### config.mk
export PLATFORM = sky130hd
export DESIGN_NAME = seq_detect_ctrl
export DESIGN_NICKNAME = d
export VERILOG_FILES = /design/src/rtl/seq_detect_ctrl_pkg.sv /design/src/rtl/seq_detect_ctrl_match_core.sv /design/src/rtl/seq_detect_ctrl.sv
export SDC_FILE = /design/constraint.sdc
export NUM_CORES = 1
export LEC_CHECK = 0
export ABC_AREA = 1
export BUFFER_PORTS_ARGS = -buffer_cell sky130_fd_sc_hd__buf_2
export CAP_MARGIN = 0
export CORE_MARGIN = 3
export CORE_UTILIZATION = 45
export CTS_CLUSTER_DIAMETER = 60
export DETAILED_ROUTE_END_ITERATION = 10
export PLACE_DENSITY = 0.65
export REMOVE_ABC_BUFFERS = 1
export SYNTH_ARGS = -nofsm -noshare
export SYNTH_HDL_FRONTEND = slang
export SYNTH_HIERARCHICAL = 1
export SYNTH_SLANG_ARGS = --single-unit
### constraint.sdc
create_clock -name clk -period 2.7 [get_ports clk]
set_input_delay 0.27 -clock clk [delete_from_list [all_inputs] [get_ports clk]]
set_output_delay 0.27 -clock clk [all_outputs]
set_load 0.01 [all_outputs]
### src/rtl/seq_detect_ctrl_pkg.sv
// Shared definitions for the programmable serial sequence detector:
// state encoding, reset-default pattern/length and the length-field width rule.
package seq_detect_ctrl_pkg;

    typedef enum logic [1:0] {
        ST_IDLE = 2'd0,
        ST_RUN  = 2'd1,
        ST_DONE = 2'd2
    } state_e;

    localparam logic [15:0] DEF_PAT = 16'b1011;
    localparam int          DEF_LEN = 4;

    // Length field must hold 0..pat_w inclusive.
    function automatic int len_width(input int pat_w);
        return $clog2(pat_w) + 1;
    endfunction

endpackage

### src/rtl/seq_detect_ctrl_match_core.sv
// Shift window, fill tracking and length-masked pattern compare.
// zout is combinational so a match is flagged in the same cycle the bit is accepted.
module seq_match_core
    import seq_detect_ctrl_pkg::*;
#(
    parameter int PAT_W = 8,
    parameter int LEN_W = len_width(8)
) (
    input  logic             clk,
    input  logic             rst,
    input  logic             acc,
    input  logic             xin,
    input  logic             clr,
    input  logic [PAT_W-1:0] pattern,
    input  logic [LEN_W-1:0] len,
    input  logic             overlap,
    output logic             zout
);

    logic [PAT_W-1:0] window_q, window_d;
    logic [LEN_W-1:0] fill_q, fill_d;
    logic [PAT_W:0]   cand;
    logic [PAT_W:0]   mask;
    logic [LEN_W:0]   fill_inc;
    logic             hit;

    always_comb begin
        cand = {window_q, xin};
        mask = '0;
        for (int i = 0; i <= PAT_W; i++) begin
            mask[i] = (i < int'(len));
        end
        hit      = ((cand ^ {1'b0, pattern}) & mask) == '0;
        zout     = acc & (fill_q >= (len - LEN_W'(1))) & hit;
        fill_inc = {1'b0, fill_q} + (LEN_W + 1)'(1);

        window_d = window_q;
        fill_d   = fill_q;
        if (clr) begin
            window_d = '0;
            fill_d   = '0;
        end else if (acc) begin
            // Non-overlapping mode restarts the search from empty after a hit.
            if (zout && !overlap) begin
                window_d = '0;
                fill_d   = '0;
            end else begin
                window_d = {window_q[PAT_W-2:0], xin};
                fill_d   = (fill_inc > {1'b0, len}) ? len : fill_inc[LEN_W-1:0];
            end
        end
    end

    always_ff @(posedge clk or posedge rst) begin
        if (rst) begin
            window_q <= '0;
            fill_q   <= '0;
        end else begin
            window_q <= window_d;
            fill_q   <= fill_d;
        end
    end

endmodule

### src/rtl/seq_detect_ctrl.sv
// Programmable sequence detector controller: config registers, run/done FSM,
// valid/ready pacing of the serial input and a saturating match counter.
module seq_detect_ctrl
    import seq_detect_ctrl_pkg::*;
#(
    parameter int               PAT_W       = 8,
    parameter int               CNT_W       = 8,
    parameter logic [PAT_W-1:0] DEFAULT_PAT = PAT_W'(DEF_PAT),
    parameter int               DEFAULT_LEN = DEF_LEN,
    localparam int              LEN_W       = len_width(PAT_W)
) (
    input  logic             clk,
    input  logic             rst,
    input  logic             cfg_we,
    input  logic [PAT_W-1:0] cfg_pattern,
    input  logic [LEN_W-1:0] cfg_len,
    input  logic             cfg_overlap,
    input  logic [CNT_W-1:0] cfg_target,
    input  logic             start,
    input  logic             stop,
    input  logic             xin_valid,
    input  logic             xin,
    output logic             xin_ready,
    output logic             zout,
    output logic [CNT_W-1:0] match_cnt,
    output logic             busy,
    output logic             done
);

    state_e           state_q;
    logic [PAT_W-1:0] pattern_q;
    logic [LEN_W-1:0] len_q, len_d;
    logic             overlap_q;
    logic [CNT_W-1:0] target_q;
    logic [CNT_W-1:0] cnt_q, cnt_d;
    logic             busy_q;
    logic             done_q;
    logic             arm;
    logic             acc;
    logic             hit;

    assign arm       = start & ~stop & (state_q != ST_RUN);
    assign xin_ready = (state_q == ST_RUN) & ~stop;
    assign acc       = xin_valid & xin_ready;
    assign cnt_d     = (&cnt_q) ? cnt_q : cnt_q + CNT_W'(1);

    always_comb begin
        len_d = cfg_len;
        if (cfg_len == '0) begin
            len_d = LEN_W'(1);
        end else if (cfg_len > LEN_W'(PAT_W)) begin
            len_d = LEN_W'(PAT_W);
        end
    end

    seq_match_core #(
        .PAT_W (PAT_W),
        .LEN_W (LEN_W)
    ) u_core (
        .clk     (clk),
        .rst     (rst),
        .acc     (acc),
        .xin     (xin),
        .clr     (arm),
        .pattern (pattern_q),
        .len     (len_q),
        .overlap (overlap_q),
        .zout    (hit)
    );

    always_ff @(posedge clk or posedge rst) begin
        if (rst) begin
            state_q   <= ST_IDLE;
            pattern_q <= DEFAULT_PAT;
            len_q     <= LEN_W'(DEFAULT_LEN);
            overlap_q <= 1'b1;
            target_q  <= '0;
            cnt_q     <= '0;
            busy_q    <= 1'b0;
            done_q    <= 1'b0;
        end else begin
            done_q <= 1'b0;
            if (cfg_we && state_q == ST_IDLE) begin
                pattern_q <= cfg_pattern;
                len_q     <= len_d;
                overlap_q <= cfg_overlap;
                target_q  <= cfg_target;
            end
            case (state_q)
                ST_IDLE, ST_DONE: begin
                    if (stop) begin
                        state_q <= ST_IDLE;
                    end else if (start) begin
                        state_q <= ST_RUN;
                        busy_q  <= 1'b1;
                        cnt_q   <= '0;
                    end
                end
                ST_RUN: begin
                    if (stop) begin
                        state_q <= ST_IDLE;
                        busy_q  <= 1'b0;
                    end else if (hit) begin
                        cnt_q <= cnt_d;
                        // A zero target means run until stopped.
                        if (target_q != '0 && cnt_d == target_q) begin
                            state_q <= ST_DONE;
                            busy_q  <= 1'b0;
                            done_q  <= 1'b1;
                        end
                    end
                end
                default: begin
                    state_q <= ST_IDLE;
                    busy_q  <= 1'b0;
                end
            endcase
        end
    end

    assign zout      = hit;
    assign match_cnt = cnt_q;
    assign busy      = busy_q;
    assign done      = done_q;

endmodule
==> run summary, run 1 <==
Top cell type's share of synthesized area - 34.9%
Leakage power - 1.75 nW
Met3 Track Usage GR - 3.17%
Arr. time, crit path - 2.30 ns
Die X - 85.8 um
Min cycle time layout - 2.57 ns
GRT Total Usage - 18.8%
Post-Syn Instances - 387
Clock share of power - 16.3%
Largest net degree at the start of global routing - 34
Antenna diodes - 0
Compound-Gate Fraction of Synth Area - 7.59%
Clock transition at path regs - 0.09 ns
CP top delay family - flip-flops
PwrDens - 862 nW/um2
Switching share of power - 43.1%
#FFs+latches synth - 45
Crit path max-delay cell type - dfstp_2
Die height - 85.8 um
Die area - 7360 um2
Syn-to-layout area delta - 14.7%
Core ar. - 6060 um2
Psw - 0.00122 W
Gr ovfl total - 0
Fmax - 390 MHz
Main synth FF type - dfrtp_1
Detail-routed net length per standard cell - 12.7 um
Vias in the first global route - 2390
Met1 GRT Util - 28.3%
Post-detail-place hpwl - 4940 um
CP Max Fanout - 6
Synthesized-area fraction occupied by and/or/nand/nor cells - 36.0%
WS Path Type - flop to output port
GPL Wtd Cong - 0.896
Starting Density - 47.3%
Power Internal - 0.00161 W
First-pass iteration count of the detailed router - 4
CP bufs+invs - 3
Clk_lat worst skew - 0.30 ns
Setup Skew - 0.00735 ns
CTS Buffer Depth - 2
Critical Path End Type - output port
EDFF count, synth - 0
RSZ-0062 raised after global routing - false
Synth warnings - 6
Final Power - 0.00284 W
DR vias - 2522
DR DRC count - 0
Met2 Track Usage GR - 27.7%
Post-synthesis mux area share - 0%
Setup bufs post-CTS - 0
Part of the cycle the worst path needs - 95.1%
Syn avg cell area - 7.41 um2
Std-Cell Rows - 28
Slew Viols, Final - 0
Fraction of registers with async set/reset - 100%
Area leader, netlist - dfrtp_1
Global-route wire length before repair - 11100 um
Seq/Total Area, Yosys - 39.5%
# setup viols final - 0
Sequential Power Share - 37.9%
Antenna viol nets, final - 0
Post-synthesis adder-cell area fraction - 5.67%
CP Launch Type - flop
Ranking of synthesized cells by area - dfrtp_1, nand2_1, inv_1
Status - finished clean
Total wire length - 6490 um
Synth Area in XOR/XNOR - 2.14%
Max VDD drop - 0.545 mV
# nets final - 475
1st-iter DRT viols - 93
Final setup TNS - 0 ns
Most used cell, CP - nand3_1
Number of top-level pins - 40
CTS Root Cell - clkbuf_8
Largest family of logic cells by synthesized area - simple AND/OR/NAND/NOR gates
Clk sinks - 45
Max-cap violations - 0
Req. time, crit path - 2.43 ns
Worst Hold Class - input pin to flop
I/O Buffers - 39
Combinational share of power - 45.8%
Worst slew margin - 45.7%
Final hold violation count - 0
Synthesized area - 2870 um2
CP Cell Sequence - inv_2 > nand3_1 > xor2_1 > ha_1 > a21oi_1 > nand3_1 > and3_4 > buf_4 > buf_2
Top-count cell post-synth - nand2_1
CTS Buf Count - 5
Vias per Instance - 4.95
Distinct cells, synth - 31
Antenna violations before repair - 0
Slowest stage delay, CP - 0.61 ns
Most instantiated cells after synthesis - nand2_1, inv_1, dfrtp_1
Worst-margin pin slew - 0.811 ns
TritonCTS clock tree - yes
Gr busiest metal - met1
Fraction of layout cells with a size suffix above 1 - 24.1%
Clock H-tree levels - 2
## placed cells by master, fill, tap and decap left out, types with 2 or more instances in the layout
master and instances:
nor2_1 16, nand3_1 31, nand2_1 129, inv_1 52
nor2_2 7, buf_4 7, clkinv_1 2, a21oi_1 7
ha_1 12, xor2_1 5, o22ai_1 5, buf_2 39
nor2_4 2, a21oi_2 2, nand2_2 11, dfstp_2 5
dfrtp_1 39, o21ai_0 19, o21ai_1 3, nand3_2 14
clkbuf_8 7, inv_2 4, xnor2_1 2, nand4_1 4
## what timing repair did
item | 4_1_cts | 5_1_grt
setup endpoints to repair | 0 | 5
hold buffers | 1 | 0
hold endpoints to repair | 12 | 0
gates resized for setup | 0 | 5
## worst min-delay path, stage by stage
cell and delay, ns:
buf_2 0.09, nand2_1 0.05, nand2_1 0.04
## sequential cells by signal (all words and copies together) (netlist names)
register and flops:
state_q 2, u_core/fill_q 4, overlap_q 1, u_core/window_q 8, busy 1, match_cnt 8
pattern_q 8, target_q 8, len_q 4, done 1
## kinds of logic (layout without fill, tap and decap cells)
group	count (synthesis)	after routing
AOI/OAI and AO/OA	39	39
xor gates and xnor gates	7	7
adders and majority gates	13	13
buffers and inverters	65	113
DFF	45	45
and+or+nand+nor	218	218
## path summary, 6_finish.rpt
kind	cells past startpoint	from	to	slack, ns
setup reg to reg	17	len_q[1]	busy	0.22
hold reg to reg	2	busy	busy	0.48
max in group asynchronous	4	rst	overlap_q	1.75
hold / removal	3	cfg_pattern[0]	pattern_q[0]	0.15
min in group asynchronous	3	rst	u_core/window_q[6]	0.53
setup / recovery	9	len_q[2]	zout	0.13
## power by group through the flow
stage,Combinational (W),Sequential [W],Clock (W)
final,0.00130,0.00108,0.000462
after global routing,0.00151,0.00111,0.000505
after CTS,0.00130,0.00107,0.000479
after detailed placement,0.00128,0.00109,0
after global placement,0.00127,0.00108,0
after floorplan,0.000939,0.00106,0
## layer usage
metal	routed length [um]	vias to the layer above
met3	262	11
met4	100	0
met5	0	-
met2	2780	41
met1	3340	1158
li1	-	1312
## layout make-up
cell class,instances,area (um2)
Timing Repair Buffer,47,258
Sequential cell,45,1130
Fill cell,605,2770
Tap cell,75,93.8
Inverter,58,218
Multi-Input combinational cell,277,1480
Clock buffer,7,96.3
Clock inverter,1,5.00
## metrics by stage
stage	std cells	instance area [um2]	setup slack [ns]	utilization (%)	hold slack, ns
after global placement	501	3170	0.345	52.2	0.318
final	510	3290	0.133	54.3	0.152
after floorplan	380	2820	0.177	-	0.135
after CTS	510	3280	0.0937	54.1	0.145
after detailed placement	501	3170	0.160	52.2	0.323
after global routing	510	3290	0.00149	54.3	0.161
Note: power is estimated with default switching activity, not from simulation.
==> run 2: changes to the inputs <==
--- a/config.mk
+++ b/config.mk
@@ -7,12 +7,13 @@
 export LEC_CHECK = 0
 export ABC_AREA = 1
 export BUFFER_PORTS_ARGS = -buffer_cell sky130_fd_sc_hd__buf_2
-export CAP_MARGIN = 0
+export CAP_MARGIN = 15
+export CORE_ASPECT_RATIO = 1.25
 export CORE_MARGIN = 3
-export CORE_UTILIZATION = 45
+export CORE_UTILIZATION = 58
 export CTS_CLUSTER_DIAMETER = 60
 export DETAILED_ROUTE_END_ITERATION = 10
-export PLACE_DENSITY = 0.65
+export PLACE_DENSITY = 0.8
 export REMOVE_ABC_BUFFERS = 1
 export SYNTH_ARGS = -nofsm -noshare
 export SYNTH_HDL_FRONTEND = slang
==> run 2 against run 1 <==
Compared with the run above: critical path type unchanged; register-to-register slack hardly changed; clock-buffer cell count is 2 lower; largest cell class unchanged; sequential cell count stayed put.
==> run summary, run 2 (synthesized netlist as in run 1, its figures left out) <==
TritonCTS clock tree - yes (unchanged)
CTS Root Cell - clkbuf_8 (unchanged)
Starting Density - 60.2% (was 47.3%)
Dpl cell area - 3140 um2 (was 3170 um2)
Antenna violations before repair - 0 (unchanged)
Min cycle time layout - 2.52 ns (was 2.57 ns)
Req. time, crit path - 2.43 ns (about the same)
Antenna viol nets, final - 0 (unchanged)
Clock transition at path regs - 0.09 ns (about the same)
Largest net degree at the start of global routing - 34 (unchanged)
Fraction of layout cells with a size suffix above 1 - 23.9% (was 24.1%)
I/O Buffers - 39 (unchanged)
Reg2reg path depth - 17 (unchanged)
Vias per Instance - 5.30 (was 4.95)
WS Path Type - flop to output port (unchanged)
Core ar. - 4760 um2 (was 6060 um2)
Worst hold path depth - 3 (unchanged)
Global-route wire length before repair - 11400 um (was 11100 um)
Number of top-level pins - 40 (unchanged)
RSZ-0062 raised after global routing - false (unchanged)
PwrDens - 864 nW/um2 (was 862 nW/um2)
Worst Hold Class - input pin to flop (unchanged)
WHS Endpoint - pattern_q[7] (was pattern_q[0])
Final hold violation count - 0 (unchanged)
Post-detail-place hpwl - 5070 um (was 4940 um)
Antenna diodes - 0 (unchanged)
Worst hold slack - 0.156 ns (was 0.152 ns)
Fin area - 3260 um2 (was 3290 um2)
Vias in the first global route - 2607 (was 2390)
# nets final - 476 (was 475)
GRT Total Usage - 25.6% (was 18.8%)
CP Launch Type - flop (unchanged)
Worst slew margin - 49.1% (was 45.7%)
Worst-margin pin slew - 0.761 ns (was 0.811 ns)
GPL Wtd Cong - 0.874 (was 0.896)
Clock H-tree levels - 2 (unchanged)
Max-cap violations - 0 (unchanged)
Reg2reg start - len_q[1] (unchanged)
Die X - 68.9 um (was 85.8 um)
Clk sinks - 45 (unchanged)
Arr. time, crit path - 2.25 ns (was 2.30 ns)
Reg-to-reg endpoint - busy (unchanged)
First-pass iteration count of the detailed router - 5 (was 4)
Die area - 5830 um2 (was 7360 um2)
Gr ovfl total - 0 (unchanged)
Most common cell after layout, fill and taps aside - nand2_1 (unchanged)
Syn-to-layout area delta - 13.7% (was 14.7%)
1st-iter DRT viols - 134 (was 93)
# setup viols final - 0 (unchanged)
Critical Path End Type - output port (unchanged)
Clk_lat worst skew - 0.30 ns (about the same)
Total wire length - 6620 um (was 6490 um)
Status - finished clean (unchanged)
Final setup TNS - 0 ns (unchanged)
FF-to-FF setup slack - 0.21 ns (was 0.22 ns)
Slew Viols, Final - 0 (unchanged)
CTS Buffer Depth - 2 (unchanged)
Most frequent cells in the layout - nand2_1, inv_1, dfrtp_1 (was nand2_1, inv_1, dfrtp_1, buf_2, nand3_1)
Part of the cycle the worst path needs - 93.4% (was 95.1%)
Fmax - 396 MHz (was 390 MHz)
CTS Buf Count - 5 (unchanged)
Min-delay src - cfg_pattern[7] (was cfg_pattern[0])
Max VDD drop - 0.549 mV (was 0.545 mV)
Std-Cell Rows - 28 (unchanged)
CP Max Fanout - 5 (was 6)
Leakage power - 1.75 nW (about the same)
DR vias - 2628 (was 2522)
DR DRC count - 0 (unchanged)
Die height - 84.6 um (was 85.8 um)
Crit path launch - len_q[1] (was len_q[2])
Setup Skew - 0.00765 ns (was 0.00735 ns)
Detail-routed net length per standard cell - 13.3 um (was 12.7 um)
## run 2: changes by cell type in the layout (fill, tap and decap cells not counted)
| cell | previous run | this run |
|---|---|---|
| clkbuf_8 | 7 | 5 |
| clkinv_4 | 0 | 2 |
| and3_1 | 0 | 1 |
| and3_4 | 1 | 0 |
| buf_4 | 7 | 8 |
| dfrtp_1 | 39 | 40 |
| dfrtp_2 | 1 | 0 |
## run 2: layout make-up
type                    count  area (um2)
fillers                   451        1500
multi-input cells         277        1480
flip-flops and latches     45        1130
repair buffers             48         265
inverters                  58         218
well taps                  60        75.1
clock buffers               5        68.8
clock inverters             3        22.5
## run 2: report_power, final
| part | total [W] | internal (W) | switching [W] |
|---|---|---|---|
| Sequential | 0.00110 | 0.000901 | 0.000196 |
| Clock | 0.000425 | 0.000184 | 0.000241 |
| Combinational | 0.00129 | 0.000480 | 0.000814 |
| Total | 0.00282 | 0.00157 | 0.00125 |
## run 2: how the worst max path moves through the flow
stage / endpoint / slack [ns] / cells after the start
2_1_floorplan: match_cnt[2] / 0.18 / 11
5_1_grt: busy / 0.006 / 17
4_1_cts: zout / 0.13 / 9
6_report: zout / 0.18 / 10
3_3_place_gp: busy / 0.35 / 17
3_5_place_dp: busy / 0.23 / 17
## run 2: per-layer routing
| metal | global-route usage (%) | share of wire (%) |
|---|---|---|
| met1 | 30.9 | 41 |
| met5 | 0 | 0 |
| met4 | 8.51 | 2.5 |
| met3 | 4.15 | 3.4 |
| met2 | 44.9 | 53 |
## run 2: what timing repair did
item                                    in CTS  in global routing
hold buffers                                 1                  0
gates resized for setup                      0                  3
buffers inserted                             0                  2
endpoints found under the hold margin       12                  0
endpoints found under the setup margin       0                  2
## run 2: worst max-delay path: stages, from the launching register on
cell and delay [ns]:
dfrtp_1 0.43, inv_2 0.10, ha_2 0.27, ha_1 0.30
inv_1 0.05, o21bai_1 0.12, nand3_1 0.09, nand3_1 0.10
and3_1 0.21, buf_4 0.15, buf_2 0.13
## run 2: per-stage QoR
stage | cells | worst slack, ns | util [%] | power [W]
3_3_place_gp | 485 | 0.346 | 65.9 | 0.00232
2_1_floorplan | 380 | 0.177 | - | 0.00200
5_1_grt | 496 | 0.00590 | 68.4 | 0.00309
3_5_place_dp | 485 | 0.225 | 65.9 | 0.00237
4_1_cts | 494 | 0.134 | 68.0 | 0.00279
6_report | 496 | 0.177 | 68.4 | 0.00282
==> run 3: changes to the inputs <==
--- a/config.mk
+++ b/config.mk
@@ -8,13 +8,17 @@
 export ABC_AREA = 1
 export BUFFER_PORTS_ARGS = -buffer_cell sky130_fd_sc_hd__buf_2
 export CAP_MARGIN = 15
+export CELL_PAD_IN_SITES_DETAIL_PLACEMENT = 2
+export CELL_PAD_IN_SITES_GLOBAL_PLACEMENT = 2
 export CORE_ASPECT_RATIO = 1.25
 export CORE_MARGIN = 3
-export CORE_UTILIZATION = 58
+export CORE_UTILIZATION = 33
 export CTS_CLUSTER_DIAMETER = 60
 export DETAILED_ROUTE_END_ITERATION = 10
+export HOLD_SLACK_MARGIN = 0.12
 export PLACE_DENSITY = 0.8
 export REMOVE_ABC_BUFFERS = 1
+export SKIP_LAST_GASP = 1
 export SYNTH_ARGS = -nofsm -noshare
 export SYNTH_HDL_FRONTEND = slang
 export SYNTH_HIERARCHICAL = 1
==> run 3 against run 2 <==
Compared with the run above: clock skew is 0.0063 ns higher; clock power is 6.8% higher; highest routed layer unchanged; total power is 8.0% higher; critical endpoint unchanged; via count is 2.9% higher; sequential power hardly changed; maximum frequency is 1.3% lower.
==> run summary, run 3 (synthesized netlist as in run 1, its figures left out) <==
Critical path depth - 9 (was 10)
Crit path launch - len_q[2] (was len_q[1])
Non-filler cells, final - 542 (was 496)
Reg-to-reg endpoint - busy (unchanged)
Gr busiest metal - met2 (unchanged)
Number of top-level pins - 40 (unchanged)
CTS Buf Count - 5 (unchanged)
Vias per Instance - 4.99 (was 5.30)
Die X - 89.4 um (was 68.9 um)
Clk_lat worst skew - 0.31 ns (was 0.30 ns)
Pre-CTS WS - 0.0518 ns (was 0.225 ns)
CTS Buffer Depth - 2 (unchanged)
CP endpoint - zout (unchanged)
Antenna viol nets, final - 0 (unchanged)
Met3 Track Usage GR - 2.83% (was 4.15%)
Part of the cycle the worst path needs - 94.7% (was 93.4%)
GPL Wtd Cong - 0.805 (was 0.874)
Placed Instances - 524 (was 485)
CP Max Fanout - 6 (was 5)
Post-detail-place hpwl - 7450 um (was 5070 um)
Core ar. - 8330 um2 (was 4760 um2)
Max-cap violations - 0 (unchanged)
First-pass iteration count of the detailed router - 4 (was 5)
Std-Cell Rows - 37 (was 28)
Gr ovfl total - 0 (unchanged)
PwrDens - 895 nW/um2 (was 864 nW/um2)
I/O Buffers - 39 (unchanged)
Most common cell after layout, fill and taps aside - nand2_1 (unchanged)
Crit path max-delay cell type - dfstp_2 (was dfrtp_1)
Critical Path End Type - output port (unchanged)
Die height - 110 um (was 84.6 um)
WS Path Type - flop to output port (unchanged)
Worst slew margin - 41.5% (was 49.1%)
Worst Hold Class - input pin to flop (unchanged)
Final worst setup slack - 0.144 ns (was 0.177 ns)
Die area - 9850 um2 (was 5830 um2)
CP Launch Type - flop (unchanged)
CP top delay family - flip-flops (was adder cells)
GRT Total Usage - 20.8% (was 25.6%)
DR vias - 2704 (was 2628)
Clock H-tree levels - 2 (unchanged)
CTS Root Cell - clkbuf_8 (unchanged)
Slowest stage delay, CP - 0.59 ns (was 0.43 ns)
Global-route wire length before repair - 15400 um (was 11400 um)
Final hold violation count - 0 (unchanged)
Reg2reg path depth - 17 (unchanged)
CP bufs+invs - 3 (was 4)
Vias in the first global route - 3041 (was 2607)
Slew Viols, Final - 0 (unchanged)
FF-to-FF setup slack - 0.16 ns (was 0.21 ns)
Fmax - 391 MHz (was 396 MHz)
Worst hold path depth - 3 (unchanged)
Fraction of layout cells with a size suffix above 1 - 26.1% (was 23.9%)
Worst hold slack - 0.159 ns (was 0.156 ns)
Leakage power - 1.79 nW (was 1.75 nW)
Clk sinks - 45 (unchanged)
TritonCTS clock tree - yes (unchanged)
DR DRC count - 0 (unchanged)
Antenna violations before repair - 0 (unchanged)
Detail-routed net length per standard cell - 17.6 um (was 13.3 um)
Min cycle time layout - 2.56 ns (was 2.52 ns)
Starting Density - 34.4% (was 60.2%)
Largest net degree at the start of global routing - 27 (was 34)
1st-iter DRT viols - 53 (was 134)
Worst-margin pin slew - 0.876 ns (was 0.761 ns)
Most frequent cells in the layout - nand2_1, inv_1, dfrtp_1 (unchanged)
Setup Skew - 0.0139 ns (was 0.00765 ns)
CP Cell Sequence - inv_2 > nand3_1 > xor2_1 > ha_1 > a21oi_1 > nand3_2 > and3_4 > buf_4 > buf_2 (was inv_2 > ha_2 > ha_1 > inv_1 > o21bai_1 > nand3_1 > nand3_1 > and3_1 > buf_4 > buf_2)
# setup viols final - 0 (unchanged)
Antenna diodes - 0 (unchanged)
Met1 GRT Util - 20.9% (was 30.9%)
Syn-to-layout area delta - 18.6% (was 13.7%)
Total wire length - 9560 um (was 6620 um)
Reg2reg start - len_q[1] (unchanged)
Met2 Track Usage GR - 42.9% (was 44.9%)
Status - finished clean (unchanged)
Max VDD drop - 0.275 mV (was 0.549 mV)
Clock transition at path regs - 0.09 ns (about the same)
Req. time, crit path - 2.43 ns (about the same)
# nets final - 485 (was 476)
Arr. time, crit path - 2.29 ns (was 2.25 ns)
run 3: cell count changes in the layout (fill, tap and decap cells not counted), sizes merged:
cell      before  now
clkbuf         5    7
buf           47   56
clkinvlp       0    1
clkinv         5    2
run 3: cell type report:
class	instances	area [um2]
inverters	58	218
flip-flops and latches	45	1130
multi-input cells	277	1500
clock inverters	1	7.51
fillers	1010	4930
clock buffers	7	86.3
well taps	97	121
repair buffers	57	333
run 3: through the flow:
step	TNS, ns	util, %	total power [W]	cell area [um2]
after detailed placement	0	38.4	0.00251	3200
after global placement	0	38.4	0.00242	3200
after floorplan	0	-	0.00200	2820
after CTS	0	39.7	0.00298	3310
final	0	40.8	0.00304	3400
after global routing	-0.0448	40.8	0.00335	3400
run 3: worst register-to-register path, delay by kind of cell, from the launching register on:
family / cells / cell delay, ns
adders and majority gates: 2 / 0.57
AOI/OAI and AO/OA: 3 / 0.37
buffers and inverters: 2 / 0.13
DFF: 1 / 0.39
and+or+nand+nor: 10 / 0.97
run 3: how the worst min path moves through the flow:
stage              startpoint                  to  slack (ns)
3_5_place_dp              rst  u_core/window_q[3]        0.34
5_1_grt        cfg_pattern[3]        pattern_q[3]        0.16
6_report       cfg_pattern[3]        pattern_q[3]        0.16
4_1_cts        cfg_pattern[3]        pattern_q[3]        0.14
3_3_place_gp              rst  u_core/window_q[4]        0.33
2_1_floorplan             rst    u_core/fill_q[0]        0.13
run 3: metal layers:
layer	routed length (um)	part of all wire (%)
met1	3390	35
met2	5820	61
met3	167	1.7
met4	183	1.9
met5	0	0
run 3: repair_timing:
action	4_1_cts	5_1_grt
endpoints found under the setup margin	2	7
gates resized for setup	1	8
hold endpoints to repair	12	0
setup buffers	0	9
hold buffers	1	0
pin swaps	0	4
run 3: power by group:
| part | internal, W | total, W | switching (W) |
|---|---|---|---|
| combinational | 0.000555 | 0.00148 | 0.000923 |
| clock | 0.000209 | 0.000454 | 0.000245 |
| sequential | 0.000902 | 0.00111 | 0.000208 |
| total | 0.00167 | 0.00304 | 0.00138 |
